==> src/rtl/inputc_pkg.sv <==
// Shared router definitions for the input channel: flit format, VC geometry and type codes.
// Flit type lives in the top two bits of each flit.
package inputc_pkg;

    localparam int DATAW    = 31;
    localparam int VCH      = 1;
    localparam int VCHW     = 0;
    localparam int TYPE_MSB = 31;
    localparam int TYPE_LSB = 30;
    localparam int FIFOD_P1 = 2;

    localparam logic ENABLE  = 1'b1;
    localparam logic DISABLE = 1'b0;

    typedef enum logic [1:0] {
        FLIT_BODY     = 2'b00,
        FLIT_TAIL     = 2'b01,
        FLIT_HEAD     = 2'b10,
        FLIT_HEADTAIL = 2'b11
    } flit_type_e;

    typedef enum logic {
        LCK_IDLE = 1'b0,
        LCK_BUSY = 1'b1
    } lck_state_e;

    function automatic logic is_head(input logic [1:0] t);
        return (t == FLIT_HEAD) || (t == FLIT_HEADTAIL);
    endfunction

    function automatic logic is_tail(input logic [1:0] t);
        return (t == FLIT_TAIL) || (t == FLIT_HEADTAIL);
    endfunction

endpackage

==> src/rtl/inputc_vc_fifo.sv <==
// Single virtual-channel flit buffer: circular storage, wrapping pointers and occupancy count.
// The head flit is presented combinationally and forced to zero while the buffer is empty.
module vc_fifo #(
    parameter int FIFOD = 4,
    parameter int W     = 32
) (
    input  logic         clk,
    input  logic         rst_,
    input  logic         wr_en,
    input  logic [W-1:0] wr_data,
    input  logic         rd_en,
    output logic [W-1:0] rd_data,
    output logic         full,
    output logic         empty
);

    localparam int PTRW = $clog2(FIFOD);
    localparam int CNTW = PTRW + 1;
    localparam logic [PTRW-1:0] PTR_ONE = PTRW'(1);
    localparam logic [CNTW-1:0] CNT_ONE = CNTW'(1);
    localparam logic [CNTW-1:0] CNT_MAX = CNTW'(FIFOD);

    logic [W-1:0]    mem_q [FIFOD];
    logic [W-1:0]    mem_d [FIFOD];
    logic [PTRW-1:0] wr_ptr_q, wr_ptr_d;
    logic [PTRW-1:0] rd_ptr_q, rd_ptr_d;
    logic [CNTW-1:0] cnt_q, cnt_d;
    logic            wr_fire;
    logic            rd_fire;

    assign full    = (cnt_q == CNT_MAX);
    assign empty   = (cnt_q == '0);
    assign rd_data = empty ? '0 : mem_q[rd_ptr_q];

    // A write into a full buffer is dropped even if the head leaves on the same edge.
    always_comb begin
        wr_fire  = wr_en && !full;
        rd_fire  = rd_en && !empty;
        mem_d    = mem_q;
        wr_ptr_d = wr_ptr_q;
        rd_ptr_d = rd_ptr_q;
        cnt_d    = cnt_q;
        if (wr_fire) begin
            mem_d[wr_ptr_q] = wr_data;
            wr_ptr_d        = wr_ptr_q + PTR_ONE;
        end
        if (rd_fire) begin
            rd_ptr_d = rd_ptr_q + PTR_ONE;
        end
        case ({wr_fire, rd_fire})
            2'b10:   cnt_d = cnt_q + CNT_ONE;
            2'b01:   cnt_d = cnt_q - CNT_ONE;
            default: cnt_d = cnt_q;
        endcase
    end

    always_ff @(posedge clk) begin
        mem_q <= mem_d;
        if (rst_) begin
            wr_ptr_q <= '0;
            rd_ptr_q <= '0;
            cnt_q    <= '0;
        end else begin
            wr_ptr_q <= wr_ptr_d;
            rd_ptr_q <= rd_ptr_d;
            cnt_q    <= cnt_d;
        end
    end

endmodule

==> src/rtl/inputc.sv <==
// Router input channel: one flit buffer per VC, per-VC packet lock and credit return.
// Define INPUTC_OVF_CHECK_EN to make oerr a sticky overflow flag; otherwise oerr is tied low.
module inputc
    import inputc_pkg::*;
#(
    parameter int ROUTERID = 0,
    parameter int PCHID    = 0,
    parameter int FIFOD    = 4
) (
    input  logic           clk,
    input  logic           rst_,
    input  logic [DATAW:0] idata,
    input  logic           ivalid,
    input  logic [VCHW:0]  ivch,
    output logic [VCH:0]   oack,
    output logic [VCH:0]   olck,
    output logic [DATAW:0] odata0,
    output logic [DATAW:0] odata1,
    output logic [VCH:0]   ovalid,
    input  logic [VCH:0]   iread,
    output logic           oerr
);

    if (FIFOD < 2 || (FIFOD & (FIFOD - 1)) != 0 || ROUTERID < 0 || PCHID < 0) begin : g_param_chk
        $error("inputc: FIFOD must be a power of two >= 2 and ids non-negative");
    end

    logic [VCH:0]   wr_en;
    logic [VCH:0]   rd_en;
    logic [VCH:0]   full;
    logic [VCH:0]   empty;
    logic [VCH:0]   wr_fire;
    logic [VCH:0]   deq;
    logic [VCH:0]   head_wr;
    logic [VCH:0]   tail_deq;
    logic [DATAW:0] head_data [VCH+1];
    logic [VCH:0]   oack_q, oack_d;

    for (genvar v = 0; v <= VCH; v++) begin : g_vc
        localparam logic [VCHW:0] VC_ID = (VCHW + 1)'(v);

        lck_state_e lck_state_q;

        // Control inputs are masked while reset is held so nothing leaks into the buffers.
        assign wr_en[v]    = ivalid && !rst_ && (ivch == VC_ID);
        assign rd_en[v]    = iread[v] && !rst_;
        assign wr_fire[v]  = wr_en[v] && !full[v];
        assign deq[v]      = rd_en[v] && !empty[v];
        assign head_wr[v]  = wr_fire[v] && is_head(idata[TYPE_MSB:TYPE_LSB]);
        assign tail_deq[v] = deq[v] && is_tail(head_data[v][TYPE_MSB:TYPE_LSB]);
        assign olck[v]     = (lck_state_q == LCK_BUSY);
        assign ovalid[v]   = !empty[v];

        vc_fifo #(
            .FIFOD (FIFOD),
            .W     (DATAW + 1)
        ) u_vc_fifo (
            .clk     (clk),
            .rst_    (rst_),
            .wr_en   (wr_en[v]),
            .wr_data (idata),
            .rd_en   (rd_en[v]),
            .rd_data (head_data[v]),
            .full    (full[v]),
            .empty   (empty[v])
        );

        // A new head arriving on the edge the old tail leaves keeps the VC locked.
        always_ff @(posedge clk) begin
            if (rst_) begin
                lck_state_q <= LCK_IDLE;
            end else begin
                case (lck_state_q)
                    LCK_IDLE: if (head_wr[v]) lck_state_q <= LCK_BUSY;
                    LCK_BUSY: if (tail_deq[v] && !head_wr[v]) lck_state_q <= LCK_IDLE;
                    default:  lck_state_q <= LCK_IDLE;
                endcase
            end
        end
    end

    assign odata0 = head_data[0];
    assign odata1 = head_data[1];
    assign oack   = oack_q;

    always_comb begin
        oack_d = deq;
    end

    always_ff @(posedge clk) begin
        if (rst_) begin
            oack_q <= '0;
        end else begin
            oack_q <= oack_d;
        end
    end

`ifdef INPUTC_OVF_CHECK_EN
    logic oerr_q, oerr_d;

    always_comb begin
        oerr_d = oerr_q | (|(wr_en & full));
    end

    always_ff @(posedge clk) begin
        if (rst_) begin
            oerr_q <= 1'b0;
        end else begin
            oerr_q <= oerr_d;
        end
    end

    assign oerr = oerr_q;
`else
    assign oerr = 1'b0;
`endif

endmodule

==> config.mk <==
export PLATFORM = sky130hd
export DESIGN_NAME = inputc
export DESIGN_NICKNAME = d
export VERILOG_FILES = /design/src/rtl/inputc_pkg.sv /design/src/rtl/inputc_vc_fifo.sv /design/src/rtl/inputc.sv
export SDC_FILE = /design/constraint.sdc
export NUM_CORES = 1
export LEC_CHECK = 0
export ABC_CLOCK_PERIOD_IN_PS = 2500
export CORE_ASPECT_RATIO = 0.75
export CORE_MARGIN = 2
export CORE_UTILIZATION = 40
export CTS_CLUSTER_SIZE = 28
export DETAILED_ROUTE_END_ITERATION = 16
export GPL_TIMING_DRIVEN = 0
export SETUP_SLACK_MARGIN = 0.5
export SLEW_MARGIN = 40
export SYNTH_ARGS = -nofsm -noshare
export SYNTH_HDL_FRONTEND = slang
export SYNTH_SLANG_ARGS = --single-unit
==> constraint.sdc <==
create_clock -name clk -period 2.5 [get_ports clk]
set_input_delay 0.5 -clock clk [delete_from_list [all_inputs] [get_ports clk]]
set_output_delay 0.5 -clock clk [all_outputs]
set_load 0.01 [all_outputs]
# Word level (Yosys, flattened, before mapping)
# Cells that the tools add are included.
# Widths: inputs -> output; s select.
# word_totals
out_inout_bits	71
register_bits	274
input_bits	38
word_cells	103
# classes
addsub	8
n_reduce_logical	31
n_eq_ne	12
mux	22
bitwise_logic	7
order_cmp	6
# op_table
op	n
$bwmux 128	2
$mux 32	8
$bmux 32 s2	2
$demux 32 s2	2
$logic_and 1x1->1	17
$eq 2x2->1 const B	6
$ge 3x3->1 const B	4
$not 2->3	4
$pmux 3 s2	2
$add 2x1->2 const B	4
$eq 2x1->1 const B	4
$logic_not 1->1	7
$add 3x1->3 const B	2
$eq 3x3->1 const B	2
$logic_not 3->1	2
$lt 3x1->1 const B	2
$sub 3x1->3 const B	2
$mux 1	4
$pmux 1 s2	2
$reduce_bool 2->1	2
$logic_or 1x1->1	3
$not 1->1	3

# Depth between registers and ports, before layout
# Gate-level depths: netlist of the first run.
# logic_depth
ltp_word	11
depth_mapped	9

# Cells and area by module
# Synthesis of the first run repeated with hierarchy kept, for this count alone.
# hier_totals
hier_cells	532
area_unflattened_um2	10780.3
# by_module_without_submodules
mod	cells_per_inst	instances	seq_area_each_um2	area_each_um2
vc_fifo	254	2	3983.8	5272.6
inputc	24	1	80.1	235.2

# Worst setup path before layout of the first run
# No wires, ideal clock.
# synth_timing
path_type	input to register
from	in rst_
to	reg g_vc[0].u_vc_fifo.mem_q[0] in the netlist's numbering, enable pin
arrival_time_ps	1938
path_slack_ps	170
n_path_buf	1
path_stages	3
cell_sequence	buf_2 > nor3b_1 > and3_1
# synth_between
elab_chain_len	4
# synth_rtl
item	line	text
start: declaration	inputc.sv:11	input logic rst_,
$logic_not 1->1	inputc.sv:45	assign wr_en[v] = ivalid && !rst_ && (ivch == VC_ID);
$logic_and 1x1->1 (2 in series)	inputc.sv:45	
$logic_and 1x1->1	inputc_vc_fifo.sv:37	wr_fire = wr_en && !full;
end signal: assignment	inputc_vc_fifo.sv:58	mem_q <= mem_d;
end: declaration	inputc_vc_fifo.sv:23	logic [W-1:0] mem_q [FIFOD];
# Every way passes these cells.
# A chain may end at the register's enable or synchronous reset.

# Worst setup path after layout of the first run
# layout_timing
from	reg g_vc[1].u_vc_fifo.rd_ptr_q[0]
to	out odata1[2]
# layout_between
elab_chain_len	5
# layout_rtl
item	line	text
start: declaration	inputc_vc_fifo.sv:26	logic [PTRW-1:0] rd_ptr_q, rd_ptr_d;
start signal: assignment	inputc_vc_fifo.sv:65	rd_ptr_q <= rd_ptr_d;
$not 2->3 (not written as such)	inputc_vc_fifo.sv:33	assign rd_data = empty ? '0 : mem_q[rd_ptr_q];
$bmux 32 s2	inputc_vc_fifo.sv:33	
$mux 32 (not written as such) (2 in series)	inputc_vc_fifo.sv:33	
$mux 32	inputc_vc_fifo.sv:33	
end: declaration	inputc.sv:18	output logic [DATAW:0] odata1,
# Every way passes these cells. The select of a mux whose other input is x is not followed.

==> results of run 1 <==
==> placed cells by master (no fill, tap or decap), drive strengths merged <==
cell,netlist,final
dlymetal6s2s,0,1
dfxtp,18,18
edfxtp,256,256
a21oi,9,9
nor2,13,13
clkdlybuf4s15,0,2
and3,4,8
clkbuf,8,42
mux2,1,1
nand3,2,2
and2,68,68
nand3b,1,1
bufinv,0,1
inv,18,18
a311oi,2,2
a31o,2,2
a211o,2,2
nor3,4,4
a211oi,2,2
fa,2,2
dlygate4sd2,0,5
ha,10,10
or3b,2,2
nor3b,3,3
xor2,4,4
or3,5,5
nand2b,2,2
conb,1,1
clkdlybuf4s50,0,35
clkinv,0,10
o21ai,7,7
clkinvlp,0,3
buf,19,137
mux4,64,64
==> power by group through the flow <==
| stage | sequential [mW] | combinational [mW] | clock (mW) |
|---|---|---|---|
| floorplan | 5.19 | 0.385 | 0 |
| global placement | 5.19 | 0.815 | 0 |
| detailed placement | 5.20 | 0.832 | 0 |
| CTS | 5.10 | 1.07 | 3.73 |
| global route | 5.10 | 1.17 | 3.91 |
| finish | 5.10 | 1.10 | 3.67 |
==> synth_stat cells (all sizes together) <==
master	count	area share
edfxtp	256	0.71
and2	68	0.039
mux4	64	0.14
buf	19	0.017
dfxtp	18	0.033
inv	18	0.0063
nor2	13	0.0045
ha	10	0.012
a21oi	9	0.0042
clkbuf	8	0.0028
o21ai	7	0.0032
or3	5	0.0029
and3	4	0.0023
nor3	4	0.0028
xor2	4	0.0032
nor3b	3	0.0021
a211o	2	0.0016
a211oi	2	0.0014
a311oi	2	0.0016
a31o	2	0.0016
fa	2	0.0037
nand2b	2	0.0012
nand3	2	0.00093
or3b	2	0.0016
conb	1	0.00035
mux2	1	0.0010
nand3b	1	0.00070
==> logic make-up (layout without fill, tap and decap cells) <==
logic type                 after synthesis  after routing  share of synthesized area
buffers and inverters                   45            254                     0.0263
xor gates and xnor gates                 4              4                    0.00324
DFF                                    274            274                      0.745
adders and majority gates               12             12                     0.0153
and+or+nand+nor                        104            108                     0.0584
other                                    1              1                   0.000347
muxes                                   65             65                      0.137
AOI/OAI and AO/OA                       24             24                     0.0137
==> registers in the layout, summed over array words and instances, names as in the netlist <==
register,count
g_vc.u_vc_fifo.cnt_q,6
g_vc.u_vc_fifo.rd_ptr_q,4
g_vc.u_vc_fifo.mem_q,256
g_vc.u_vc_fifo.wr_ptr_q,4
oack,2
g_vc.lck_state_q,2
==> worst max-delay path, cell delays in order, from the launching register on <==
cell,delay (ns)
dfxtp_2,0.35
buf_12,0.14
buf_12,0.11
buf_16,0.12
buf_6,0.10
mux4_2,0.48
and2_4,0.15
buf_6,0.11
==> repair_timing <==
item / CTS / global route
hold buffers: 0 / 0
cloned: 8 / 0
setup endpoints to repair: 327 / 71
resized for setup: 442 / 29
pin swaps: 52 / 9
setup buffers: 46 / 5
==> routing by layer <==
metal | vias to the layer above | part of all wire
met5 | - | 0.0013
met4 | 6 | 0.019
met3 | 45 | 0.057
met2 | 159 | 0.48
met1 | 2985 | 0.44
li1 | 2490 | -
==> cell type report <==
| class | instances | area share |
|---|---|---|
| multi-input cells | 214 | 0.195 |
| flip-flops and latches | 274 | 0.570 |
| clock buffers | 33 | 0.0493 |
| well taps | 351 | 0.0310 |
| inverters | 18 | 0.00512 |
| plain buffers | 27 | 0.0225 |
| clock inverters | 14 | 0.00662 |
| repair buffers | 162 | 0.121 |
==> final timing paths <==
check                                  endpoint  slack, ns  cells after the start
hold / removal    g_vc[0].u_vc_fifo.wr_ptr_q[0]       0.55                      2
setup / recovery                      odata1[2]      -0.07                      7
setup reg to reg     g_vc[1].u_vc_fifo.cnt_q[2]       0.43                     10
hold reg to reg   g_vc[0].u_vc_fifo.wr_ptr_q[0]       0.55                      2
==> results by group, run 1 <==
Outcome
  – Status: finished, violations left
  – Failing checks: negative setup slack

Floorplanning
  – Core area: approximately 27,000 um2
  – Die Y-Extent: approximately 150 um
  – Die W: 194 um
  – # IOs: 109
  – Die ar.: 28,300 um2
  – Rows: 52
  – Initial core utilization: 0.404

Yosys
  – Register area share after synthesis: 0.745
  – Number of library cell types mapped by synthesis: 33
  – Mapped Nets: a little under 600
  – Synthesis Warnings: 0
  – Post-Syn Instances: 529
  – Mapped cell area: 10,800 um2
  – Yosys reg bits: 274
  – Post-Synthesis Mean Instance Area: 20.4 um2

Placement
  – Pre-CTS WS: -0.399 ns
  – Placed Instances: 987
  – Post-DP HPWL: 13.7 mm
  – Dpl cell area: 12,400 um2
  – I/O Buffers: 107
  – Routability Congestion: 0.753

Clock tree
  – H-tree depth: 1
  – Sink Count: 274
  – Clk pin slew, worst setup/hold paths: 0.07 ns
  – CTS buffer count: 26
  – CTS tree: yes
  – CTS max path bufs: 3
  – Root buf cell: clkbuf_16
  – Skew-Pair Late Insertion Delay: around 0.52 ns

Global route
  – First-pass GRT wire length: between 30 and 40 mm
  – Total GRT Usage: 0.176
  – Most crowded layer after global routing: met2
  – Vias in the first global route: slightly above 6,000
  – Met2 Resource Use GR: 0.291
  – Met1 Track Usage GR: 0.239
  – Grt met3 use: 0.0423
  – Initial antenna violation count: 3
  – Largest net degree at the start of global routing: 33
  – Gr ovfl total: 0

Pwr
  – Sequential share of power: 0.517
  – Peak supply drop: 0.425 mV
  – Psw: 2.12 mW
  – Clock group share of total power: 0.372
  – Internal: 7.76 mW
  – Total chip power: 9.88 mW
  – Power Dens Cells: 697 nW/um2
  – Sw frac: 0.214
  – Pleak: 4.83 nW
  – Comb pwr share: 0.111

Critical path
  – Arrival time at the worst endpoint: just over 2 ns
  – WS Path Type: flip-flop to primary output
  – Crit path required time: 2.00 ns
  – CP startpoint: g_vc[1].u_vc_fifo.rd_ptr_q[0]
  – Worst-path fanout max: 7
  – Worst setup SP type: flip-flop
  – R2r startpoint: g_vc[1].u_vc_fifo.cnt_q[1]
  – CP endpoint kind: primary output

Drt
  – Drt total wl: 24.8 mm
  – DRT iter0 DRCs: roughly 400
  – DR WL/cell: 22.7 um
  – Vias per cell: 5.20
  – DRT Pass-1 Iters: 5
  – Via count: 5,685
  – Antenna-violating nets left: 0
  – # DRC: 0

Final layout
  – Reg area: 8070 um2
  – Area Growth Syn to Fin: 31.3%
  – Final non-filler cell total: roughly 1,100
  – Ant. Diodes: 0
  – Finished Core Util: 0.530
  – Footprint of the multi-input gates: between 2000 and 3000 um2
  – Design area: between 10,000 and 15,000 um2
  – Filler Cell Count: 2,112
  – Layout Nets: 773
  – Share of cells above drive strength 1: 0.470

Timing
  – Setup_tns: -0.731 ns
  – Tmin final: 2.57 ns
  – Slew Limit Fails: 0
  – Final worst path period share: 1.03
  – Setup violators final: 25
  – F_max: 0.389 GHz
  – Final Hold Viols: 0
  – Final Skew: roughly 0.014 ns
  – Final setup margin: -0.0731 ns
  – Worst hold margin: 0.548 ns
  – Worst Tran Pin Value: 0.620 ns
  – RSZ-0062 raised after global routing: true
  – Slew margin rel.: 0.586

Min path
  – HP Start: g_vc[0].u_vc_fifo.wr_ptr_q[0]
  – Worst min path class: flip-flop to flip-flop

Job
  – Maximum Capacitance Violations: 0
Power figures use the tool's default switching activity.
==> run 2: changes to the inputs <==
--- a/config.mk
+++ b/config.mk
@@ -13,6 +13,7 @@
 export DETAILED_ROUTE_END_ITERATION = 16
 export GPL_TIMING_DRIVEN = 0
 export SETUP_SLACK_MARGIN = 0.5
+export SKIP_LAST_GASP = 1
 export SLEW_MARGIN = 40
 export SYNTH_ARGS = -nofsm -noshare
 export SYNTH_HDL_FRONTEND = slang
==> results by group, run 2 (same netlist as run 1, synthesis figures left out) <==
Global route
  – First-pass GRT wire length: 37.4 mm
  – Largest net degree at the start of global routing: 33
  – Total GRT Usage: 0.176
  – Vias in the first global route: 6,092
  – Gr ovfl total: 0
  – Initial antenna violation count: 3

Clock tree
  – Root buf cell: clkbuf_16
  – Skew-Pair Late Insertion Delay: roughly 0.52 ns
  – CTS buffer count: 26
  – CTS tree: yes
  – Clk pin slew, worst setup/hold paths: 0.07 ns
  – CTS max path bufs: 3
  – H-tree depth: 1
  – Sink Count: 274

Timing
  – Slew margin rel.: 0.576
  – F_max: 0.388 GHz
  – Worst Tran Pin Value: 0.636 ns
  – Final worst path period share: 1.03
  – Tmin final: between 2 and 3 ns
  – Worst hold margin: 0.543 ns
  – Final setup margin: -0.0760 ns
  – Slew Limit Fails: 0
  – Final Skew: 0.0134 ns
  – RSZ-0062 raised after global routing: true
  – Setup violators final: 23
  – Final Hold Viols: 0

Drt
  – Drt total wl: 24.8 mm
  – DR WL/cell: around 23 um
  – DRT iter0 DRCs: 420
  – Antenna-violating nets left: 0
  – Via count: 5,653
  – # DRC: 0
  – DRT Pass-1 Iters: 4
  – Vias per cell: 5.17

Floorplanning
  – Rows: 52
  – Core area: 26,700 um2
  – Die W: 194 um
  – # IOs: 109
  – Initial core utilization: 0.404
  – Die ar.: around 28,000 um2
  – Die Y-Extent: 146 um

Placement
  – Placed Instances: slightly below 1,000
  – Routability Congestion: 0.753
  – I/O Buffers: about 110
  – Dpl cell area: 12,400 um2
  – Post-DP HPWL: ~14 mm

Pwr
  – Peak supply drop: 0.426 mV
  – Pleak: 4.82 nW
  – Total chip power: 9.86 mW
  – Power Dens Cells: 699 nW/um2

Critical path
  – Largest stage delay, worst path: 0.48 ns
  – Slowest CP cell: mux4_2
  – CP delay by family, top: buffers and inverters
  – Worst-path fanout max: 7
  – Reg2Reg Setup Slack: 0.42 ns
  – Crit path required time: 2.00 ns
  – Worst setup SP type: flip-flop
  – Arrival time at the worst endpoint: ~2.1 ns
  – Worst-path cell chain: buf_12, buf_12, buf_16, buf_6, mux4_2, and2_4, buf_6
  – CP endpoint kind: primary output
  – CP startpoint: g_vc[1].u_vc_fifo.rd_ptr_q[0]
  – Buf/Inv on CP: 5
  – Worst path depth: 7
  – R2R cell count: 10
  – R2r startpoint: g_vc[1].u_vc_fifo.cnt_q[1]
  – RR Endpoint: g_vc[1].u_vc_fifo.cnt_q[2]
  – WS Path Type: flip-flop to primary output

Final layout
  – Reg area: 8070 um2
  – Final non-filler cell total: 1,094
  – Design area: 14,100 um2
  – Layout Nets: 774
  – Leading registers by flop count: g_vc.u_vc_fifo.mem_q (256), g_vc.u_vc_fifo.cnt_q (6)
  – Filler Cell Count: 2,127
  – Area Growth Syn to Fin: 30.7%
  – Number of flip-flops in the largest register: around 260
  – Most common cell after layout, fill and taps aside: edfxtp_1
  – Share of cells above drive strength 1: 0.462
  – Footprint of the multi-input gates: 2720 um2
  – Commonest cells after routing, fill and taps aside: edfxtp_1, mux4_2, buf_6, and2_4
  – Largest register by flop count: g_vc.u_vc_fifo.mem_q
  – Ant. Diodes: 0

Outcome
  – Failing checks: negative setup slack
  – Status: finished, violations left

Min path
  – Worst min path class: flip-flop to flip-flop
  – Hold path cells: 2
  – HP Start: g_vc[0].u_vc_fifo.wr_ptr_q[0]
  – Min-Delay Endpoint: g_vc[0].u_vc_fifo.wr_ptr_q[0]

Job
  – Maximum Capacitance Violations: 0
## run 2: repair_timing
item                       CTS  global route
setup buffers               46             6
pin swaps                   49            11
cloned                       8             0
hold buffers                 0             0
setup endpoints to repair  327            71
gates resized for setup    421            36
## run 2: worst max-delay path by stage
stage	endpoint	slack (ns)
finish	odata1[2]	-0.08
global route	odata1[2]	-0.15
CTS	odata1[2]	-0.09
detailed placement	g_vc[0].u_vc_fifo.mem_q[124]	-0.40
global placement	g_vc[1].u_vc_fifo.mem_q[124]	-0.42
floorplan	g_vc[0].u_vc_fifo.cnt_q[2]	0.50
## run 2: cell type report
class | instances | share of cell area
sequential | 274 | 0.572
multi-input combinational | 214 | 0.193
timing repair buffer | 163 | 0.120
clock buffer | 33 | 0.0495
tap | 351 | 0.0311
buffer | 27 | 0.0226
clock inverter | 14 | 0.00665
inverter | 18 | 0.00514
## run 2: worst register-to-register path: stages (launching register included)
cell	delay, ns
dfxtp_4	0.37
buf_4	0.14
nor3b_4	0.24
nor2_4	0.06
inv_1	0.06
ha_2	0.16
inv_1	0.05
fa_2	0.33
xor2_1	0.16
or3_1	0.32
a21oi_2	0.12
## run 2: power breakdown
part	internal [mW]	switching [mW]
clock network	2.07	1.60
registers	5.07	0.0274
logic	0.603	0.483
## run 2: routing by layer
| layer | wire [um] | global-route usage |
|---|---|---|
| met3 | 1560 | 0.0423 |
| met5 | 33 | 0 |
| met1 | 10800 | 0.239 |
| met4 | 502 | 0.0427 |
| met2 | 11900 | 0.289 |
## run 2: stage by stage
| step | util | setup TNS (ns) | setup slack (ns) |
|---|---|---|---|
| floorplan | - | 0 | 0.498 |
| global placement | 0.462 | -100.58 | -0.418 |
| detailed placement | 0.462 | -78.65 | -0.399 |
| CTS | 0.521 | -1.27 | -0.0899 |
| global route | 0.528 | -3.67 | -0.151 |
| finish | 0.528 | -0.755 | -0.0760 |
